**src/rtl/decode_regread_if.sv**
```systemverilog
// Decode/register-read bundle for the Y86-64 pipeline decode stage.
// Carries the D-stage instruction fields, the 15 architectural register
// values exported by writeback, the E/M/W forwarding sources, the E bubble
// control, and the registered E-stage outputs.
//   master : pipeline side (drives D fields, regfile view, forwarding, bubble)
//   slave  : decode_regread (drives d_srcA/d_srcB and the E register)
interface decode_regread_if;
    // D stage
    logic [3:0]  D_stat, D_icode, D_ifun, D_rA, D_rB;
    logic [63:0] D_valC, D_valP;
    // architectural register file contents from writeback
    logic [63:0] reg_mem0, reg_mem1, reg_mem2, reg_mem3, reg_mem4;
    logic [63:0] reg_mem5, reg_mem6, reg_mem7, reg_mem8, reg_mem9;
    logic [63:0] reg_mem10, reg_mem11, reg_mem12, reg_mem13, reg_mem14;
    // forwarding sources
    logic [3:0]  e_dstE, M_dstE, M_dstM, W_dstE, W_dstM;
    logic [63:0] e_valE, M_valE, m_valM, W_valE, W_valM;
    // pipeline control
    logic        E_bubble;
    // decode outputs
    logic [3:0]  d_srcA, d_srcB;
    logic [3:0]  E_stat, E_icode, E_ifun;
    logic [63:0] E_valC, E_valA, E_valB;
    logic [3:0]  E_dstE, E_dstM, E_srcA, E_srcB;

    modport master (
        output D_stat, D_icode, D_ifun, D_rA, D_rB, D_valC, D_valP,
        output reg_mem0, reg_mem1, reg_mem2, reg_mem3, reg_mem4,
        output reg_mem5, reg_mem6, reg_mem7, reg_mem8, reg_mem9,
        output reg_mem10, reg_mem11, reg_mem12, reg_mem13, reg_mem14,
        output e_dstE, M_dstE, M_dstM, W_dstE, W_dstM,
        output e_valE, M_valE, m_valM, W_valE, W_valM,
        output E_bubble,
        input  d_srcA, d_srcB,
        input  E_stat, E_icode, E_ifun, E_valC, E_valA, E_valB,
        input  E_dstE, E_dstM, E_srcA, E_srcB
    );

    modport slave (
        input  D_stat, D_icode, D_ifun, D_rA, D_rB, D_valC, D_valP,
        input  reg_mem0, reg_mem1, reg_mem2, reg_mem3, reg_mem4,
        input  reg_mem5, reg_mem6, reg_mem7, reg_mem8, reg_mem9,
        input  reg_mem10, reg_mem11, reg_mem12, reg_mem13, reg_mem14,
        input  e_dstE, M_dstE, M_dstM, W_dstE, W_dstM,
        input  e_valE, M_valE, m_valM, W_valE, W_valM,
        input  E_bubble,
        output d_srcA, d_srcB,
        output E_stat, E_icode, E_ifun, E_valC, E_valA, E_valB,
        output E_dstE, E_dstM, E_srcA, E_srcB
    );
endinterface

```
**src/rtl/decode_regread.sv**
```systemverilog
// Y86-64 decode stage: register-ID decode, register-file read, E/M/W
// forwarding and the E pipeline register with bubble insertion.
//   clk   : rising-edge clock
//   reset : synchronous, active-high; loads the E register with a bubble
//   bus   : decode_regread_if.slave (D fields, regfile view, forwarding
//           sources, E_bubble in; d_srcA/d_srcB and E register out)
module decode_regread #(
    parameter logic [3:0] RNONE    = 4'hF,
    parameter logic [3:0] RSP      = 4'h4,
    parameter logic [3:0] STAT_AOK = 4'h1
) (
    input  logic             clk,
    input  logic             reset,
    decode_regread_if.slave  bus
);
    localparam logic [3:0] I_NOP    = 4'h1;
    localparam logic [3:0] I_RRMOVQ = 4'h2;
    localparam logic [3:0] I_IRMOVQ = 4'h3;
    localparam logic [3:0] I_RMMOVQ = 4'h4;
    localparam logic [3:0] I_MRMOVQ = 4'h5;
    localparam logic [3:0] I_OPQ    = 4'h6;
    localparam logic [3:0] I_JXX    = 4'h7;
    localparam logic [3:0] I_CALL   = 4'h8;
    localparam logic [3:0] I_RET    = 4'h9;
    localparam logic [3:0] I_PUSHQ  = 4'hA;
    localparam logic [3:0] I_POPQ   = 4'hB;

    logic [3:0]  src_a, src_b, dst_e, dst_m;
    logic [63:0] rf_a, rf_b, val_a, val_b;
    logic [63:0] regs [15];

    assign regs[0]  = bus.reg_mem0;
    assign regs[1]  = bus.reg_mem1;
    assign regs[2]  = bus.reg_mem2;
    assign regs[3]  = bus.reg_mem3;
    assign regs[4]  = bus.reg_mem4;
    assign regs[5]  = bus.reg_mem5;
    assign regs[6]  = bus.reg_mem6;
    assign regs[7]  = bus.reg_mem7;
    assign regs[8]  = bus.reg_mem8;
    assign regs[9]  = bus.reg_mem9;
    assign regs[10] = bus.reg_mem10;
    assign regs[11] = bus.reg_mem11;
    assign regs[12] = bus.reg_mem12;
    assign regs[13] = bus.reg_mem13;
    assign regs[14] = bus.reg_mem14;

    // Register-ID decode. cmov keeps rB as dstE here; execute drops it on !cnd.
    always_comb begin
        src_a = RNONE;
        src_b = RNONE;
        dst_e = RNONE;
        dst_m = RNONE;
        case (bus.D_icode)
            I_RRMOVQ, I_RMMOVQ, I_OPQ, I_PUSHQ: src_a = bus.D_rA;
            I_RET, I_POPQ:                      src_a = RSP;
            default:                            ;
        endcase
        case (bus.D_icode)
            I_RMMOVQ, I_MRMOVQ, I_OPQ:          src_b = bus.D_rB;
            I_CALL, I_RET, I_PUSHQ, I_POPQ:     src_b = RSP;
            default:                            ;
        endcase
        case (bus.D_icode)
            I_RRMOVQ, I_IRMOVQ, I_OPQ:          dst_e = bus.D_rB;
            I_CALL, I_RET, I_PUSHQ, I_POPQ:     dst_e = RSP;
            default:                            ;
        endcase
        case (bus.D_icode)
            I_MRMOVQ, I_POPQ:                   dst_m = bus.D_rA;
            default:                            ;
        endcase
    end

    assign rf_a = (src_a == RNONE) ? '0 : regs[src_a];
    assign rf_b = (src_b == RNONE) ? '0 : regs[src_b];

    // Forwarding: youngest stage first. The RNONE guard stops an unused
    // source from matching a stage whose destination is also RNONE.
    always_comb begin
        val_a = rf_a;
        if (bus.D_icode == I_CALL || bus.D_icode == I_JXX)
            val_a = bus.D_valP;
        else if (src_a != RNONE) begin
            if      (src_a == bus.e_dstE) val_a = bus.e_valE;
            else if (src_a == bus.M_dstM) val_a = bus.m_valM;
            else if (src_a == bus.M_dstE) val_a = bus.M_valE;
            else if (src_a == bus.W_dstM) val_a = bus.W_valM;
            else if (src_a == bus.W_dstE) val_a = bus.W_valE;
        end
    end

    always_comb begin
        val_b = rf_b;
        if (src_b != RNONE) begin
            if      (src_b == bus.e_dstE) val_b = bus.e_valE;
            else if (src_b == bus.M_dstM) val_b = bus.m_valM;
            else if (src_b == bus.M_dstE) val_b = bus.M_valE;
            else if (src_b == bus.W_dstM) val_b = bus.W_valM;
            else if (src_b == bus.W_dstE) val_b = bus.W_valE;
        end
    end

    assign bus.d_srcA = src_a;
    assign bus.d_srcB = src_b;

    // Reset and bubble load identical nop contents, so one branch serves both.
    always_ff @(posedge clk) begin
        if (reset || bus.E_bubble) begin
            bus.E_stat  <= STAT_AOK;
            bus.E_icode <= I_NOP;
            bus.E_ifun  <= '0;
            bus.E_valC  <= '0;
            bus.E_valA  <= '0;
            bus.E_valB  <= '0;
            bus.E_dstE  <= RNONE;
            bus.E_dstM  <= RNONE;
            bus.E_srcA  <= RNONE;
            bus.E_srcB  <= RNONE;
        end else begin
            bus.E_stat  <= bus.D_stat;
            bus.E_icode <= bus.D_icode;
            bus.E_ifun  <= bus.D_ifun;
            bus.E_valC  <= bus.D_valC;
            bus.E_valA  <= val_a;
            bus.E_valB  <= val_b;
            bus.E_dstE  <= dst_e;
            bus.E_dstM  <= dst_m;
            bus.E_srcA  <= src_a;
            bus.E_srcB  <= src_b;
        end
    end
endmodule

```
**src/flat_wrapper.sv**
```systemverilog
// flat-port wrapper written by rule: the top's interface ports become plain ports
module decode_regread_flat 
#(
    parameter logic [3:0] RNONE    = 4'hF,
    parameter logic [3:0] RSP      = 4'h4,
    parameter logic [3:0] STAT_AOK = 4'h1
)
  (clk, reset, bus_D_stat, bus_D_icode, bus_D_ifun, bus_D_rA, bus_D_rB, bus_D_valC, bus_D_valP, bus_reg_mem0, bus_reg_mem1, bus_reg_mem2, bus_reg_mem3, bus_reg_mem4, bus_reg_mem5, bus_reg_mem6, bus_reg_mem7, bus_reg_mem8, bus_reg_mem9, bus_reg_mem10, bus_reg_mem11, bus_reg_mem12, bus_reg_mem13, bus_reg_mem14, bus_e_dstE, bus_M_dstE, bus_M_dstM, bus_W_dstE, bus_W_dstM, bus_e_valE, bus_M_valE, bus_m_valM, bus_W_valE, bus_W_valM, bus_E_bubble, bus_d_srcA, bus_d_srcB, bus_E_stat, bus_E_icode, bus_E_ifun, bus_E_valC, bus_E_valA, bus_E_valB, bus_E_dstE, bus_E_dstM, bus_E_srcA, bus_E_srcB);
  decode_regread_if bus_i ();
  input  logic clk;
  input  logic reset;
  input wire logic [$bits(bus_i.D_stat)-1:0] bus_D_stat;
  input wire logic [$bits(bus_i.D_icode)-1:0] bus_D_icode;
  input wire logic [$bits(bus_i.D_ifun)-1:0] bus_D_ifun;
  input wire logic [$bits(bus_i.D_rA)-1:0] bus_D_rA;
  input wire logic [$bits(bus_i.D_rB)-1:0] bus_D_rB;
  input wire logic [$bits(bus_i.D_valC)-1:0] bus_D_valC;
  input wire logic [$bits(bus_i.D_valP)-1:0] bus_D_valP;
  input wire logic [$bits(bus_i.reg_mem0)-1:0] bus_reg_mem0;
  input wire logic [$bits(bus_i.reg_mem1)-1:0] bus_reg_mem1;
  input wire logic [$bits(bus_i.reg_mem2)-1:0] bus_reg_mem2;
  input wire logic [$bits(bus_i.reg_mem3)-1:0] bus_reg_mem3;
  input wire logic [$bits(bus_i.reg_mem4)-1:0] bus_reg_mem4;
  input wire logic [$bits(bus_i.reg_mem5)-1:0] bus_reg_mem5;
  input wire logic [$bits(bus_i.reg_mem6)-1:0] bus_reg_mem6;
  input wire logic [$bits(bus_i.reg_mem7)-1:0] bus_reg_mem7;
  input wire logic [$bits(bus_i.reg_mem8)-1:0] bus_reg_mem8;
  input wire logic [$bits(bus_i.reg_mem9)-1:0] bus_reg_mem9;
  input wire logic [$bits(bus_i.reg_mem10)-1:0] bus_reg_mem10;
  input wire logic [$bits(bus_i.reg_mem11)-1:0] bus_reg_mem11;
  input wire logic [$bits(bus_i.reg_mem12)-1:0] bus_reg_mem12;
  input wire logic [$bits(bus_i.reg_mem13)-1:0] bus_reg_mem13;
  input wire logic [$bits(bus_i.reg_mem14)-1:0] bus_reg_mem14;
  input wire logic [$bits(bus_i.e_dstE)-1:0] bus_e_dstE;
  input wire logic [$bits(bus_i.M_dstE)-1:0] bus_M_dstE;
  input wire logic [$bits(bus_i.M_dstM)-1:0] bus_M_dstM;
  input wire logic [$bits(bus_i.W_dstE)-1:0] bus_W_dstE;
  input wire logic [$bits(bus_i.W_dstM)-1:0] bus_W_dstM;
  input wire logic [$bits(bus_i.e_valE)-1:0] bus_e_valE;
  input wire logic [$bits(bus_i.M_valE)-1:0] bus_M_valE;
  input wire logic [$bits(bus_i.m_valM)-1:0] bus_m_valM;
  input wire logic [$bits(bus_i.W_valE)-1:0] bus_W_valE;
  input wire logic [$bits(bus_i.W_valM)-1:0] bus_W_valM;
  input wire logic [$bits(bus_i.E_bubble)-1:0] bus_E_bubble;
  output wire logic [$bits(bus_i.d_srcA)-1:0] bus_d_srcA;
  output wire logic [$bits(bus_i.d_srcB)-1:0] bus_d_srcB;
  output wire logic [$bits(bus_i.E_stat)-1:0] bus_E_stat;
  output wire logic [$bits(bus_i.E_icode)-1:0] bus_E_icode;
  output wire logic [$bits(bus_i.E_ifun)-1:0] bus_E_ifun;
  output wire logic [$bits(bus_i.E_valC)-1:0] bus_E_valC;
  output wire logic [$bits(bus_i.E_valA)-1:0] bus_E_valA;
  output wire logic [$bits(bus_i.E_valB)-1:0] bus_E_valB;
  output wire logic [$bits(bus_i.E_dstE)-1:0] bus_E_dstE;
  output wire logic [$bits(bus_i.E_dstM)-1:0] bus_E_dstM;
  output wire logic [$bits(bus_i.E_srcA)-1:0] bus_E_srcA;
  output wire logic [$bits(bus_i.E_srcB)-1:0] bus_E_srcB;
  assign bus_i.D_stat = bus_D_stat;
  assign bus_i.D_icode = bus_D_icode;
  assign bus_i.D_ifun = bus_D_ifun;
  assign bus_i.D_rA = bus_D_rA;
  assign bus_i.D_rB = bus_D_rB;
  assign bus_i.D_valC = bus_D_valC;
  assign bus_i.D_valP = bus_D_valP;
  assign bus_i.reg_mem0 = bus_reg_mem0;
  assign bus_i.reg_mem1 = bus_reg_mem1;
  assign bus_i.reg_mem2 = bus_reg_mem2;
  assign bus_i.reg_mem3 = bus_reg_mem3;
  assign bus_i.reg_mem4 = bus_reg_mem4;
  assign bus_i.reg_mem5 = bus_reg_mem5;
  assign bus_i.reg_mem6 = bus_reg_mem6;
  assign bus_i.reg_mem7 = bus_reg_mem7;
  assign bus_i.reg_mem8 = bus_reg_mem8;
  assign bus_i.reg_mem9 = bus_reg_mem9;
  assign bus_i.reg_mem10 = bus_reg_mem10;
  assign bus_i.reg_mem11 = bus_reg_mem11;
  assign bus_i.reg_mem12 = bus_reg_mem12;
  assign bus_i.reg_mem13 = bus_reg_mem13;
  assign bus_i.reg_mem14 = bus_reg_mem14;
  assign bus_i.e_dstE = bus_e_dstE;
  assign bus_i.M_dstE = bus_M_dstE;
  assign bus_i.M_dstM = bus_M_dstM;
  assign bus_i.W_dstE = bus_W_dstE;
  assign bus_i.W_dstM = bus_W_dstM;
  assign bus_i.e_valE = bus_e_valE;
  assign bus_i.M_valE = bus_M_valE;
  assign bus_i.m_valM = bus_m_valM;
  assign bus_i.W_valE = bus_W_valE;
  assign bus_i.W_valM = bus_W_valM;
  assign bus_i.E_bubble = bus_E_bubble;
  assign bus_d_srcA = bus_i.d_srcA;
  assign bus_d_srcB = bus_i.d_srcB;
  assign bus_E_stat = bus_i.E_stat;
  assign bus_E_icode = bus_i.E_icode;
  assign bus_E_ifun = bus_i.E_ifun;
  assign bus_E_valC = bus_i.E_valC;
  assign bus_E_valA = bus_i.E_valA;
  assign bus_E_valB = bus_i.E_valB;
  assign bus_E_dstE = bus_i.E_dstE;
  assign bus_E_dstM = bus_i.E_dstM;
  assign bus_E_srcA = bus_i.E_srcA;
  assign bus_E_srcB = bus_i.E_srcB;
  decode_regread #(.RNONE(RNONE), .RSP(RSP), .STAT_AOK(STAT_AOK)) u_core (.clk(clk), .reset(reset), .bus(bus_i));
endmodule
```
**config.mk**
```make
export PLATFORM = sky130hd
export DESIGN_NAME = decode_regread_flat
export DESIGN_NICKNAME = d
export VERILOG_FILES = /design/src/rtl/decode_regread_if.sv /design/src/rtl/decode_regread.sv /design/src/flat_wrapper.sv
export SDC_FILE = /design/constraint.sdc
export NUM_CORES = 2
export LEC_CHECK = 0
export BUFFER_PORTS_ARGS = -buffer_cell sky130_fd_sc_hd__buf_2
export CAP_MARGIN = 10
export CORE_AREA = 2 2 646 648
export DETAILED_ROUTE_END_ITERATION = 16
export DIE_AREA = 0 0 648 650
export PLACE_DENSITY = 0.3
export SLEW_MARGIN = 15
export SYNTH_ARGS = -nofsm -noshare
export SYNTH_HDL_FRONTEND = slang
export SYNTH_SLANG_ARGS = --single-unit
```
**constraint.sdc**
```tcl
create_clock -name clk -period 3.9 [get_ports clk]
set_clock_uncertainty 0.15 [all_clocks]
set_input_delay 0.585 -clock clk [delete_from_list [all_inputs] [get_ports clk]]
set_output_delay 0.585 -clock clk [all_outputs]
set_load 0.02 [all_outputs]
```
Word level (Yosys, flattened, before mapping)
Cells that the tools add are included.
- equal/unequal tests: 24
- mux-type cells: 24
- reduce and logical (&&, ||, !) cells: 9
- bitwise operators: 3
- order comparisons: 2
- operators by type and width (operator ; number):
    $mux 64 ; 19
    $bmux 64 s4 ; 2
    $eq 4x4->1 ; 10
    $eq 4x4->1 const B ; 6
    $pmux 4 s2 ; 3
    $eq 4x3->1 const B ; 4
    $ge 5x5->1 const B ; 2
    $not 4->5 ; 2
    $eq 4x2->1 const B ; 2
    $ne 4x4->1 const B ; 2
    $reduce_or 4->1 ; 2
    $reduce_or 2->1 ; 3
    $reduce_or 3->1 ; 2
    $logic_or 1x1->1 ; 2
    $not 1->1 ; 1
- input bits: 1451
- output and inout port bits: 228
- flip-flop bits (word level): 220
- word-level logic and storage cells: 72

Longest topological paths before layout
- depth in word-level cells: 15
- gate-level depth with buffers: 13
- depth with buffers taken out: 9

Worst setup path after synthesis
Ideal clock, no wire load.
- path type: input port to flip-flop
- from: in bus_D_icode[1]
- to: reg u_core.bus.E_valA[53]
- arrival time: 2.776 ns
- required time: 3.619 ns
- setup slack: 0.844 ns
- buffers on the path: 5
- library setup time: 0.131 ns
- cell stages on the path: 12
- cell sequence: buf_2 -> or2_1 -> buf_4 -> and3_1 -> buf_4 -> xnor2_1 -> a221o_1 -> buf_2 -> clkbuf_1 -> or4_1 -> o221ai_1 -> o31ai_1
- longest elaborated chain between the ends: 15
- elaborated cells on any way between the ends: 31
- those cells by class: 15 x eq/ne; 12 x mux; 1 x bitwise; 3 x reduce/logical
- ends and longest elaborated chain (item ; RTL line ; RTL):
    start, declared ; flat_wrapper.sv:13 ; input wire logic [$bits(bus_i.D_icode)-1:0] bus_D_icode;
    $eq 4x3->1 (tied with other cells) ; decode_regread.sv:54 ; case (bus.D_icode)
    $reduce_or 4->1 or $reduce_or 2->1 (tied branches) ; decode_regread.sv:54 ;
    $pmux 4 s2 ; decode_regread.sv:54 ;
    $not 4->5 (implied by the code) ; decode_regread.sv:75 ; assign rf_a = (src_a == RNONE) ? '0 : regs[src_a];
    $bmux 64 s4 ; decode_regread.sv:75 ;
    $mux 64 (implied by the code) (2 in series) ; decode_regread.sv:75 ;
    $mux 64 ; decode_regread.sv:75 ;
    $mux 64 ; decode_regread.sv:89 ; else if (src_a == bus.W_dstE) val_a = bus.W_valE;
    $mux 64 ; decode_regread.sv:88 ; else if (src_a == bus.W_dstM) val_a = bus.W_valM;
    $mux 64 ; decode_regread.sv:87 ; else if (src_a == bus.M_dstE) val_a = bus.M_valE;
    $mux 64 ; decode_regread.sv:86 ; else if (src_a == bus.M_dstM) val_a = bus.m_valM;
    $mux 64 ; decode_regread.sv:85 ; if (src_a == bus.e_dstE) val_a = bus.e_valE;
    $mux 64 ; decode_regread.sv:84 ; else if (src_a != RNONE) begin
    $mux 64 * ; decode_regread.sv:82 ; if (bus.D_icode == I_CALL || bus.D_icode == I_JXX)
    end signal, assigned ; decode_regread.sv:125 ; bus.E_valA <= val_a;
    end, declared ; decode_regread_if.sv:48 ; output E_stat, E_icode, E_ifun, E_valC, E_valA, E_valB,
Every way passes the cells marked *; elsewhere a longest branch is shown, timed or not. The select of a mux whose other input is x is not followed.
A chain may end at the register's enable or synchronous reset.

Worst setup path in the final report
- from: in bus_D_icode[2]
- to: reg u_core.bus.E_valA[16]
Same word-level chain as after synthesis.

==> flow_summary.json <==
{
  "worstSetupPathType": "in -> reg",
  "final_layout_size_suffix_gt1_share_pct": 40.50,
  "root_buffer": "clkbuf_16",
  "placed_area_um2": 47300,
  "yosysSeqAreaShare_pct": 16.02,
  "synthToLayoutAreaGrowth_pct": 89.21,
  "min_from": "bus_D_ifun[2]",
  "rsz0062_at_grt": "no",
  "peakVddDrop_mv": 0.3419,
  "vias": 50152,
  "outcome": "complete, no violations",
  "start_util_pct": 6.626,
  "drt_iter0_drc": 6337,
  "leakage_nw": 21.13,
  "path_delay_family": "buffers and inverters",
  "syn_nets": 5466,
  "grt_pass1_vias": 46921,
  "dieHeight_um": 650,
  "drv_slew": 0,
  "first_pass_iters": 5,
  "design_area_um2": 52010,
  "die_x_um": 648,
  "hold_class": "in -> reg",
  "arrival_ns": 4.36,
  "ys.flop_type": "dfxtp_1",
  "period_share_pct": 98.65,
  "power_density_nw_per_um2": 264.9,
  "maxCapViolCount": 0,
  "grt_use_total_pct": 21.62,
  "cp_max_fo": 11,
  "layout.cells.non_filler": 11852,
  "grt_pass1_wl_um": 582700,
  "cts_inserted_buffers": 41,
  "yosysWarnings": 0,
  "drcViolationCount": 0,
  "routed_wl_um": 477700,
  "clk_pin_slew_ns": 0.06,
  "synth_cell_types": 72,
  "worstMarginPinSlew_ns": 1.019,
  "cts_tree": "yes",
  "dp.cells": 11269,
  "path_cells": "clkbuf_4, and2_1, or3_4, o21ai_4, inv_6, a2111oi_4, buf_12, and2_4, and3_4, buf_12, buf_4, a22oi_1, dlygate4sd3_1, o31ai_1, dlygate4sd3_1",
  "synthArstFlopShare_pct": 0,
  "synthCells": 4015,
  "cp-end-kind": "flip-flop",
  "cpMaxStageDelayCell": "dlygate4sd3_1",
  "grt_overflow_total": 0,
  "relSlewSlack_pct": 31.47,
  "synth-edff-count": 0,
  "clockBufferDepth": 3,
  "syn_area_um2": 27490,
  "htree_levels": 2,
  "start_kind": "primary input",
  "routabilityCongestion": 0.9067,
  "syn_area_per_cell_um2": 6.847,
  "worst-path-buf-inv": 7,
  "finalSetupTns_ns": 0,
  "cpPeakStageDelay_ns": 0.58,
  "finalWorstPathRequiredPeriod_ns": 3.847,
  "crit_path_start": "bus_D_icode[2]",
  "clock-sinks": 220,
  "rows": 237,
  "clock.fmax_ghz": 0.2599,
  "power_w": 0.01378,
  "io_pins": 1679,
  "avgViaCountPerCell": 4.232,
  "nNetsFinal": 7536,
  "wl_per_cell_um": 40.31,
  "dp_hpwl_um": 411600,
  "fp.coreArea_um2": 414900,
  "ys_ff_latch": 220,
  "antenna_found_initial": 546,
  "setup_violations": 0,
  "required_ns": 4.41,
  "ant_nets": 0,
  "grt_max_degree": 75,
  "hold_viol": 0,
  "dieArea_um2": 421200,
  "portBuffers": 1678
}
==> worst paths after layout <==
check / to / slack (ns) / cells after the start
worst max-delay path: u_core.bus.E_valA[16] / 0.05 / 15
worst min-delay path: u_core.bus.E_ifun[2] / 0.05 / 2
==> cells by family (layout without fill, tap and decap cells) <==
kind of cell | Yosys count | in the layout | synth area share (%)
AOI/OAI and AO/OA | 1608 | 1608 | 44.76
xor gates and xnor gates | 11 | 11 | 0.3505
buffers and inverters | 577 | 2676 | 8.566
DFF | 220 | 220 | 16.02
muxes | 138 | 138 | 5.043
other | 0 | 241 | 0
and+or+nand+nor | 1461 | 1461 | 25.26
==> layout by cell type (no fill, tap or decap), drive strengths merged, types with 12 or more instances in the layout <==
master	n
a2111o	59
a2111oi	57
a21oi	287
a221o	67
a221oi	200
a22oi	247
a311oi	65
a31o	70
a31oi	91
and2	80
and3	16
buf	2256
clkbuf	54
clkinv	12
dfxtp	220
diode	241
dlygate4sd3	264
inv	83
mux2i	134
nand2	788
nand2b	63
nand3	82
nand4	14
nor2	24
nor3	176
nor4	57
o211ai	12
o21ai	13
o221ai	126
o22ai	146
o311a	53
o31ai	64
or3	66
or4	65
==> cells in the mapped netlist, types with 11 or more instances <==
| master | count | area [um2] |
|---|---|---|
| a2111oi_0 | 54 | 473.0 |
| a22oi_1 | 247 | 1854 |
| a21oi_1 | 287 | 1436 |
| o211ai_1 | 11 | 82.58 |
| buf_1 | 52 | 195.2 |
| a31oi_1 | 91 | 569.3 |
| clkbuf_1 | 335 | 1257 |
| nor2_1 | 24 | 90.09 |
| a221oi_1 | 200 | 1752 |
| nor4_1 | 56 | 350.3 |
| nand2_1 | 787 | 2954 |
| nor3_1 | 172 | 860.8 |
| a311oi_1 | 65 | 569.3 |
| or3_1 | 65 | 406.6 |
| nand2b_1 | 63 | 394.1 |
| o22ai_1 | 146 | 913.4 |
| a2111o_1 | 59 | 664.4 |
| dfxtp_1 | 220 | 4404 |
| or4_1 | 65 | 488.0 |
| buf_2 | 94 | 470.5 |
| a221o_1 | 67 | 670.6 |
| nand3_1 | 82 | 410.4 |
| o31ai_1 | 61 | 457.9 |
| and3_1 | 16 | 100.1 |
| inv_1 | 73 | 274.0 |
| nand4_1 | 14 | 87.58 |
| o21ai_0 | 11 | 55.05 |
| o221ai_1 | 126 | 1104 |
| o311a_1 | 53 | 530.5 |
| a31o_2 | 70 | 613.1 |
| buf_4 | 13 | 97.59 |
| mux2i_1 | 134 | 1341 |
| and2_1 | 79 | 494.2 |
==> state kept, by name (all words and copies together), names as in the netlist <==
name and count:
u_core.bus.E_valA 64, u_core.bus.E_valB 64, u_core.bus.E_valC 64, u_core.bus.E_dstE 4, u_core.bus.E_dstM 4, u_core.bus.E_icode 4
u_core.bus.E_ifun 4, u_core.bus.E_srcA 4, u_core.bus.E_srcB 4, u_core.bus.E_stat 4
==> power by group <==
group          switching, W  internal, W  leakage, nW
Sequential        0.0000567      0.00237         1.80
Combinational       0.00451      0.00269         18.7
Clock               0.00186      0.00229        0.676
Total               0.00643      0.00735         21.1
==> repair_timing <==
| action | 4_1_cts | 5_1_grt |
|---|---|---|
| resized for setup | 0 | 2 |
| hold endpoints to repair | 163 | 0 |
| hold buffers | 264 | 0 |
| buffers inserted | 0 | 3 |
| setup endpoints to repair | 0 | 22 |
==> layout make-up <==
cell class | instances | area (um2)
multi-input combinational | 3218 | 21150
clock inverter | 22 | 291.5
fill | 48539 | 362800
inverter | 80 | 330.3
tap | 5497 | 6878
sequential | 220 | 4404
antenna | 241 | 603.1
timing repair buffer | 2524 | 17260
clock buffer | 50 | 1100
==> per-layer routing <==
layer,global-route usage [%],share of wire (%),vias up
met5,0,0.48,-
met2,35.21,46,3599
li1,-,-,20372
met1,24.60,38,24618
met3,9.496,12,1221
met4,8.564,4.6,342
==> metrics by stage <==
stage          utilization (%)  setup WS (ns)  hold slack [ns]
5_1_grt                  12.46       0.007833          0.05005
3_5_place_dp             11.40        -0.4709           0.6392
4_1_cts                  12.37        0.01767        0.0002983
3_3_place_gp             11.39         -1.823           0.6350
6_report                 12.54        0.05280          0.05422
2_1_floorplan                -         0.8436           0.5338
Power figures use the tool's default switching activity.
